[config.mk]
export PLATFORM = sky130hd
export DESIGN_NAME = inst_buffer
export DESIGN_NICKNAME = d
export VERILOG_FILES = /design/src/rtl/inst_buffer.sv
export SDC_FILE = /design/constraint.sdc
export NUM_CORES = 2
export LEC_CHECK = 0
export CAP_MARGIN = 10
export CORE_MARGIN = 1
export CORE_UTILIZATION = 42
export CTS_BUF_LIST = sky130_fd_sc_hd__clkbuf_4 sky130_fd_sc_hd__clkbuf_8 sky130_fd_sc_hd__clkbuf_16
export DETAILED_ROUTE_END_ITERATION = 10
export HOLD_SLACK_MARGIN = 0.1
export PLACE_DENSITY = 0.67
export SKIP_CTS_REPAIR_TIMING = 1
export SLEW_MARGIN = 0
export SYNTH_ARGS = -nofsm -noshare
export SYNTH_HDL_FRONTEND = slang
export SYNTH_SLANG_ARGS = --single-unit
[constraint.sdc]
create_clock -name clock -period 5.1 [get_ports clock]
set_input_delay 0.765 -clock clock [delete_from_list [all_inputs] [get_ports clock]]
set_output_delay 0.765 -clock clock [all_outputs]
set_load 0.05 [all_outputs]
[src/rtl/inst_buffer.sv]
// inst_buffer: circular FIFO of decoded DP packets between decode and dispatch.
// The oldest entry is presented to dispatch. A squash flushes the whole buffer in one cycle.
// Optional macro IB_BYPASS_EN: when the buffer is empty, an incoming packet is shown
// to dispatch in the same cycle. If dispatch takes it, the packet is never written.
module inst_buffer #(
  parameter int IB_DEPTH = 8,
  parameter int PKT_W    = 128
) (
  input  logic                       clock,
  input  logic                       reset,
  input  logic                       if_valid,
  input  logic [PKT_W-1:0]           if_packet,
  output logic                       if_ready,
  input  logic                       dp_ready,
  output logic                       ib_valid,
  output logic [PKT_W-1:0]           ib_packet,
  input  logic                       squash,
  output logic [$clog2(IB_DEPTH):0]  ib_count,
  output logic                       ib_full,
  output logic                       ib_empty
);

  localparam int PTR_W = $clog2(IB_DEPTH);
  localparam int CNT_W = PTR_W + 1;

  logic [PKT_W-1:0] r_mem [IB_DEPTH];
  logic [PTR_W-1:0] r_head;
  logic [PTR_W-1:0] r_tail;
  logic [CNT_W-1:0] r_count;

  logic             w_enq;
  logic             w_deq;
  logic             w_byp;

  assign ib_count = r_count;
  assign ib_full  = (r_count == CNT_W'(IB_DEPTH));
  assign ib_empty = (r_count == '0);

  // Handshake decode: what is offered to dispatch, and which pointer moves this cycle
  always_comb begin
    if_ready  = !ib_full && !squash;
    ib_valid  = !ib_empty && !squash;
    ib_packet = ib_valid ? r_mem[r_head] : '0;
    w_byp     = 1'b0;
`ifdef IB_BYPASS_EN
    if (ib_empty && if_valid && !squash) begin
      ib_valid  = 1'b1;
      ib_packet = if_packet;
      w_byp     = dp_ready;
    end
`endif
    // Stored-entry pop only; a bypassed packet never touches storage
    w_deq = !ib_empty && !squash && dp_ready;
    w_enq = if_valid && if_ready && !w_byp;
  end

  // Pointer, count and storage update; reset beats squash, squash beats traffic
  always_ff @(posedge clock) begin
    if (!reset || squash) begin
      r_head  <= '0;
      r_tail  <= '0;
      r_count <= '0;
      for (int i = 0; i < IB_DEPTH; i++) begin
        r_mem[i] <= '0;
      end
    end else begin
      if (w_enq) begin
        r_mem[r_tail] <= if_packet;
        r_tail        <= r_tail + PTR_W'(1);
      end
      // head and tail only coincide when empty or full, so enq and deq never hit one slot
      if (w_deq) begin
        r_mem[r_head] <= '0;
        r_head        <= r_head + PTR_W'(1);
      end
      case ({w_enq, w_deq})
        2'b10:   r_count <= r_count + CNT_W'(1);
        2'b01:   r_count <= r_count - CNT_W'(1);
        default: r_count <= r_count;
      endcase
    end
  end

endmodule

Word-level counts from Yosys, hierarchy flattened
Memory sizes are Yosys's and may differ from the RTL's. A register that Yosys moved wholly into a read port is not among the register bits.
Index checks and enable logic that the tools add are counted.
W data, S select, Z words.
{"block": "classes", "n_div": 0, "n_addsub": 4, "order_cmp": 0, "n_eq_ne": 3, "multipliers": 0, "reduce_logical": 13, "shift": 0, "bitwise_logic": 0, "n_mux": 18}
{"op": "$mux W128", "count": 3}
{"op": "$reduce_or A128 Y1", "count": 2}
{"op": "$mux W3", "count": 4}
{"op": "$mux W1", "count": 10}
{"op": "$pmux W4 S2", "count": 1}
{"op": "$add A3 B1 Y3 const B", "count": 2}
{"op": "$add A4 B1 Y4 const B", "count": 1}
{"op": "$eq A4 B4 Y1 const B", "count": 1}
{"op": "$logic_and A1 B1 Y1", "count": 4}
{"op": "$logic_not A1 Y1", "count": 4}
{"op": "$logic_not A4 Y1", "count": 1}
{"op": "$sub A4 B1 Y4 const B", "count": 1}
{"op": "$eq A2 B1 Y1 const B", "count": 1}
{"op": "$eq A2 B2 Y1 const B", "count": 1}
{"op": "$reduce_bool A2 Y1", "count": 1}
{"op": "$logic_or A1 B1 Y1", "count": 1}
{"block": "totals", "memories": 1, "input_bits": 133, "wordCells": 42, "latchBits": 0, "ramBits": 1024, "output_inout_bits": 136, "romBits": 0, "regBits": 10}
{"memory": "r_mem", "words": 8, "width": 128, "rd": 1, "rd_clocked_by_memory_dff": 1, "write_ports": 8, "line_no": "26", "source": "logic [PKT_W-1:0] r_mem [IB_DEPTH];"}

Logic depth before layout (Yosys ltp)
{"block": "logic_depth", "word_depth": 9, "mapped_depth": 13, "depth_no_buf": 11}

Least setup slack after synthesis
OpenSTA, ideal clock, no wires.
{"block": "synth_timing", "path_type": "register to register", "from": "reg r_count[1], in the netlist ib_count[1]", "to": "reg r_count[3], in the netlist ib_count[3]", "arrival_time_ns": 4.050, "stages_incl_launch_ff": 9, "setup_time_ns": 0.070, "period_less_slack_ns": 4.119, "slack_ns": 0.981, "t_required_ns": 5.030, "n_path_buf": 0, "cell_sequence": "dfxtp_1 > nor4_1 > nor3b_1 > ha_1 > ha_1 > a21oi_1 > a21oi_1 > or4_1 > a21oi_1"}
{"block": "synth_via", "elab_chain_len": 6, "word_cells_on_any_way": 14, "classes_between": "add/sub (2); eq/ne (3); mux (1); reduce/logical (8)"}
{"element": "start: declaration", "line_no": "29", "source": "logic [CNT_W-1:0] r_count;"}
{"element": "start signal: assignment", "line_no": "77", "source": "2'b10: r_count <= r_count + CNT_W'(1);"}
{"element": "start signal: assignment", "line_no": "78", "source": "2'b01: r_count <= r_count - CNT_W'(1);"}
{"element": "start signal: assignment", "line_no": "79", "source": "default: r_count <= r_count;"}
{"element": "$logic_not A4 Y1 *", "line_no": "37", "source": "assign ib_empty = (r_count == '0);"}
{"element": "via ib_empty", "line_no": "20", "source": "output logic ib_empty"}
{"element": "$logic_not A1 Y1 *", "line_no": "53", "source": "w_deq = !ib_empty && !squash && dp_ready;"}
{"element": "$logic_and A1 B1 Y1 * (2 in a row)", "line_no": "53"}
{"element": "$eq A2 B1 Y1 or $eq A2 B2 Y1 (tied branches)", "line_no": "76", "source": "case ({w_enq, w_deq})"}
{"element": "$pmux W4 S2 or $reduce_bool A2 Y1 (tied branches)"}
The timed path passes the listed nets; every way through them passes the cells marked *.
A chain may end at the register's enable or synchronous reset.

Final worst setup path
{"block": "layout_timing", "from": "reg r_count[1], in the netlist ib_count[1]", "to": "out ib_packet[84]"}
{"block": "layout_via", "elab_chain_len": 4}
{"element": "$logic_not A4 Y1", "line_no": "37"}
{"element": "$logic_not A1 Y1", "line_no": "42", "source": "ib_valid = !ib_empty && !squash;"}
{"element": "$logic_and A1 B1 Y1", "line_no": "42"}
{"element": "$mux W128", "line_no": "43", "source": "ib_packet = ib_valid ? r_mem[r_head] : '0;"}
{"element": "end: declaration", "line_no": "16", "source": "output logic [PKT_W-1:0] ib_packet,"}
Every way passes these cells.

==> out/qor.yml <==
r2r_cells: 6
min_period_over_period_pct: 89.4
htreeDepth: 3
slowest_stage: "or2_4"
start_util_pct: 42.3
regToRegEndpoint: "r_mem[0][56]"
slowest_delay_ns: 0.77
cp.required_ns: 4.34
synth-seq-cells: 1037
tightest_slew_ns: 1.23
fin_area_mm2: 0.0540
maxCapViolCount: 0
synth_seq_area_share_pct: 44.3
synth_top_area_share_pct: 44.3
crit_buf_inv: 2
dr_total_vias: 41200
wl_met2_mm: 77.1
hpwl_mm: 81.0
period_needed_ns: 4.56
start_kind: "flop"
ios: 269
drcViolationCount: 0
synth-main-ff-cell: "dfxtp_1"
hold_start: "r_mem[6][7]"
relSlewSlack_pct: 17.8
regArea_mm2: 0.0208
die_w_um: 336
min_to: "r_mem[6][7]"
crit_family: "simple AND/OR/NAND/NOR gates"
drive_gt1_share_pct: 15.0
powerDensity_mw_per_mm2: 323
status: "complete, no violations"
crit_chain: "nor4_1 -> or2_4 -> buf_4 -> nor2_1 -> clkdlybuf4s50_1"
vias_per_cell: 6.07
end_kind: "output port"
avgSynthCellArea_um2: 8.70
grt_max_degree: 180
nets: 5330
post_dp_cell_area_mm2: 0.0501
worstHoldPathCells: 2
synthCells: 5382
yosys.area.top_type: "dfxtp_1"
final_cell_mix: "dfxtp_1 (1034), nand2_1 (1027), a21oi_1 (929)"
grt_pass1_wl_mm: 245
wl_per_cell_um: 24.2
antenna_found_initial: 27
cts.path.max_buffers: 3
yosys_warnings: 0
finalWeightedCongestion: 0.785
finalCoreUtilization_pct: 48.8
synth_edf_count: 0
arrival_ns: 3.79
timing.rr.start: "ib_count[1]"
multi_input_area_mm2: 0.0232
path_class: "flop to output port"
root_buffer: "clkbuf_16"
route.antenna.remaining_nets: 0
mostFrequentLayoutCell: "dfxtp_1"
ys_async_sr_fraction_pct: 0
tns_ns: 0
die_h_um: 336
dr_wl_met3_mm: 15.1
io_buffers: 268
grt_overflow: 0
dieArea_mm2: 0.113
routed.top_layer: "met5"
clkSinkCount: 1037
m1WireLength_mm: 66.4
grt_util_all_layers_pct: 28.2
hold_violations: 0
regToRegSetupSlack_ns: 1.85
synthTopCellsByArea: "dfxtp_1 (44%), mux4_2 (12%), a21oi_1 (9.9%)"
final_max_slew_viol_count: 0
drt-initial-drc-count: 4580
grt_pass1_vias: 39400
areaGrowthSynthToFinish_pct: 15.3
fmax_mhz: 219
hold_path.class: "flop to flop"
clock_skew_ns: 0.0249
core_mm2: 0.111
numCtsBuffers: 109
ys_types: 42
clk_latency_ns: 0.72
cts_tree: "done"
synth_area_mm2: 0.0468
routed_wirelength_mm: 164
synth_nets: 5521
critPathMaxFanout: 37
rsz0062_at_grt: "false"
path_clk_slew_ns: 0.06
rows: 122
setup_viol: 0
p_leak_uw: 0.0168
first_pass_iters: 7
ir_worst_vdd_mv: 0.259
n_fill_cell: 10100
==> per-layer routing <==
metal	GRT usage [%]	vias up
li1	-	18300
met1	37.4	20400
met2	45.3	2138
met3	5.06	331
met4	11.6	24
met5	0	-
==> registers in the layout, indices dropped and copies added (netlist names), named ones only <==
register / count
r_tail: 3
r_mem: 1024
ib_count: 4
r_head: 3
==> area by class of cell <==
cell class                      instances  share of cell area (%)
Clock buffer                          155                    5.97
Multi-Input combinational cell       3665                    43.0
Timing Repair Buffer                  371                    7.77
Sequential cell                      1037                    38.5
Tap cell                             1488                    3.45
Antenna cell                           16                  0.0742
Clock inverter                         47                    1.24
Inverter                                7                  0.0533
==> cell usage after synthesis (3+ instances only) <==
cell type and number:
nand3_2 100, mux4_2 256, nor2_1 141, clkbuf_1 307
a21oi_2 100, and3_1 3, buf_6 3, buf_2 193
ha_1 5, or4_1 3, buf_12 11, nand3_1 928
nor3_1 9, nor3b_1 4, nor4_1 4, nand2_1 1027
mux2i_1 130, dfxtp_1 1037, xnor2_1 4, buf_1 156
a21oi_1 929, nor2b_1 3, inv_1 6
==> worst min-delay path: stages, from the launching register on <==
cell and delay [ns]:
dfxtp_1 0.30, nand3_1 0.06, a21oi_1 0.06
==> cells by family (layout without fill, tap and decap cells) <==
kind of cell	Yosys count	after routing	synth area share [%]
flops	1037	1037	44.3
buf+inv	680	580	6.44
other cells	0	16	0
mux	386	386	15.1
xor+xnor	6	6	0.112
simple gates	2237	2237	22.0
compound gates	1030	1030	11.8
fa+ha+maj	6	6	0.176
==> metrics by stage <==
stage               power (µW)  hold WS [ns]  cells  setup WS (ns)
floorplan                 8760         0.442   5382          0.981
global placement          9020         0.449   6568          0.883
detailed placement        9030         0.455   6568          0.836
CTS                      17500         0.463   6770          0.534
global route             17900         0.474   6785          0.374
finish                   17500         0.462   6786          0.540
==> power by group <==
part,internal [µW],switching (µW)
clock network,5120,3470
registers,8150,26.5
logic,228,460
total,13500,3960
==> worst max path at each step <==
stage                      startpoint             end  slack, ns  cells past startpoint
final                     ib_count[1]   ib_packet[84]       0.54                      5
after global routing      ib_count[3]   ib_packet[84]       0.37                      5
after CTS                        flop   ib_packet[31]       0.53                      5
after detailed placement       squash   ib_packet[84]       0.84                      5
after global placement         squash  ib_packet[104]       0.88                      5
after floorplan           ib_count[1]     ib_count[3]       0.98                      8
(Power assumes the default switching activity.)
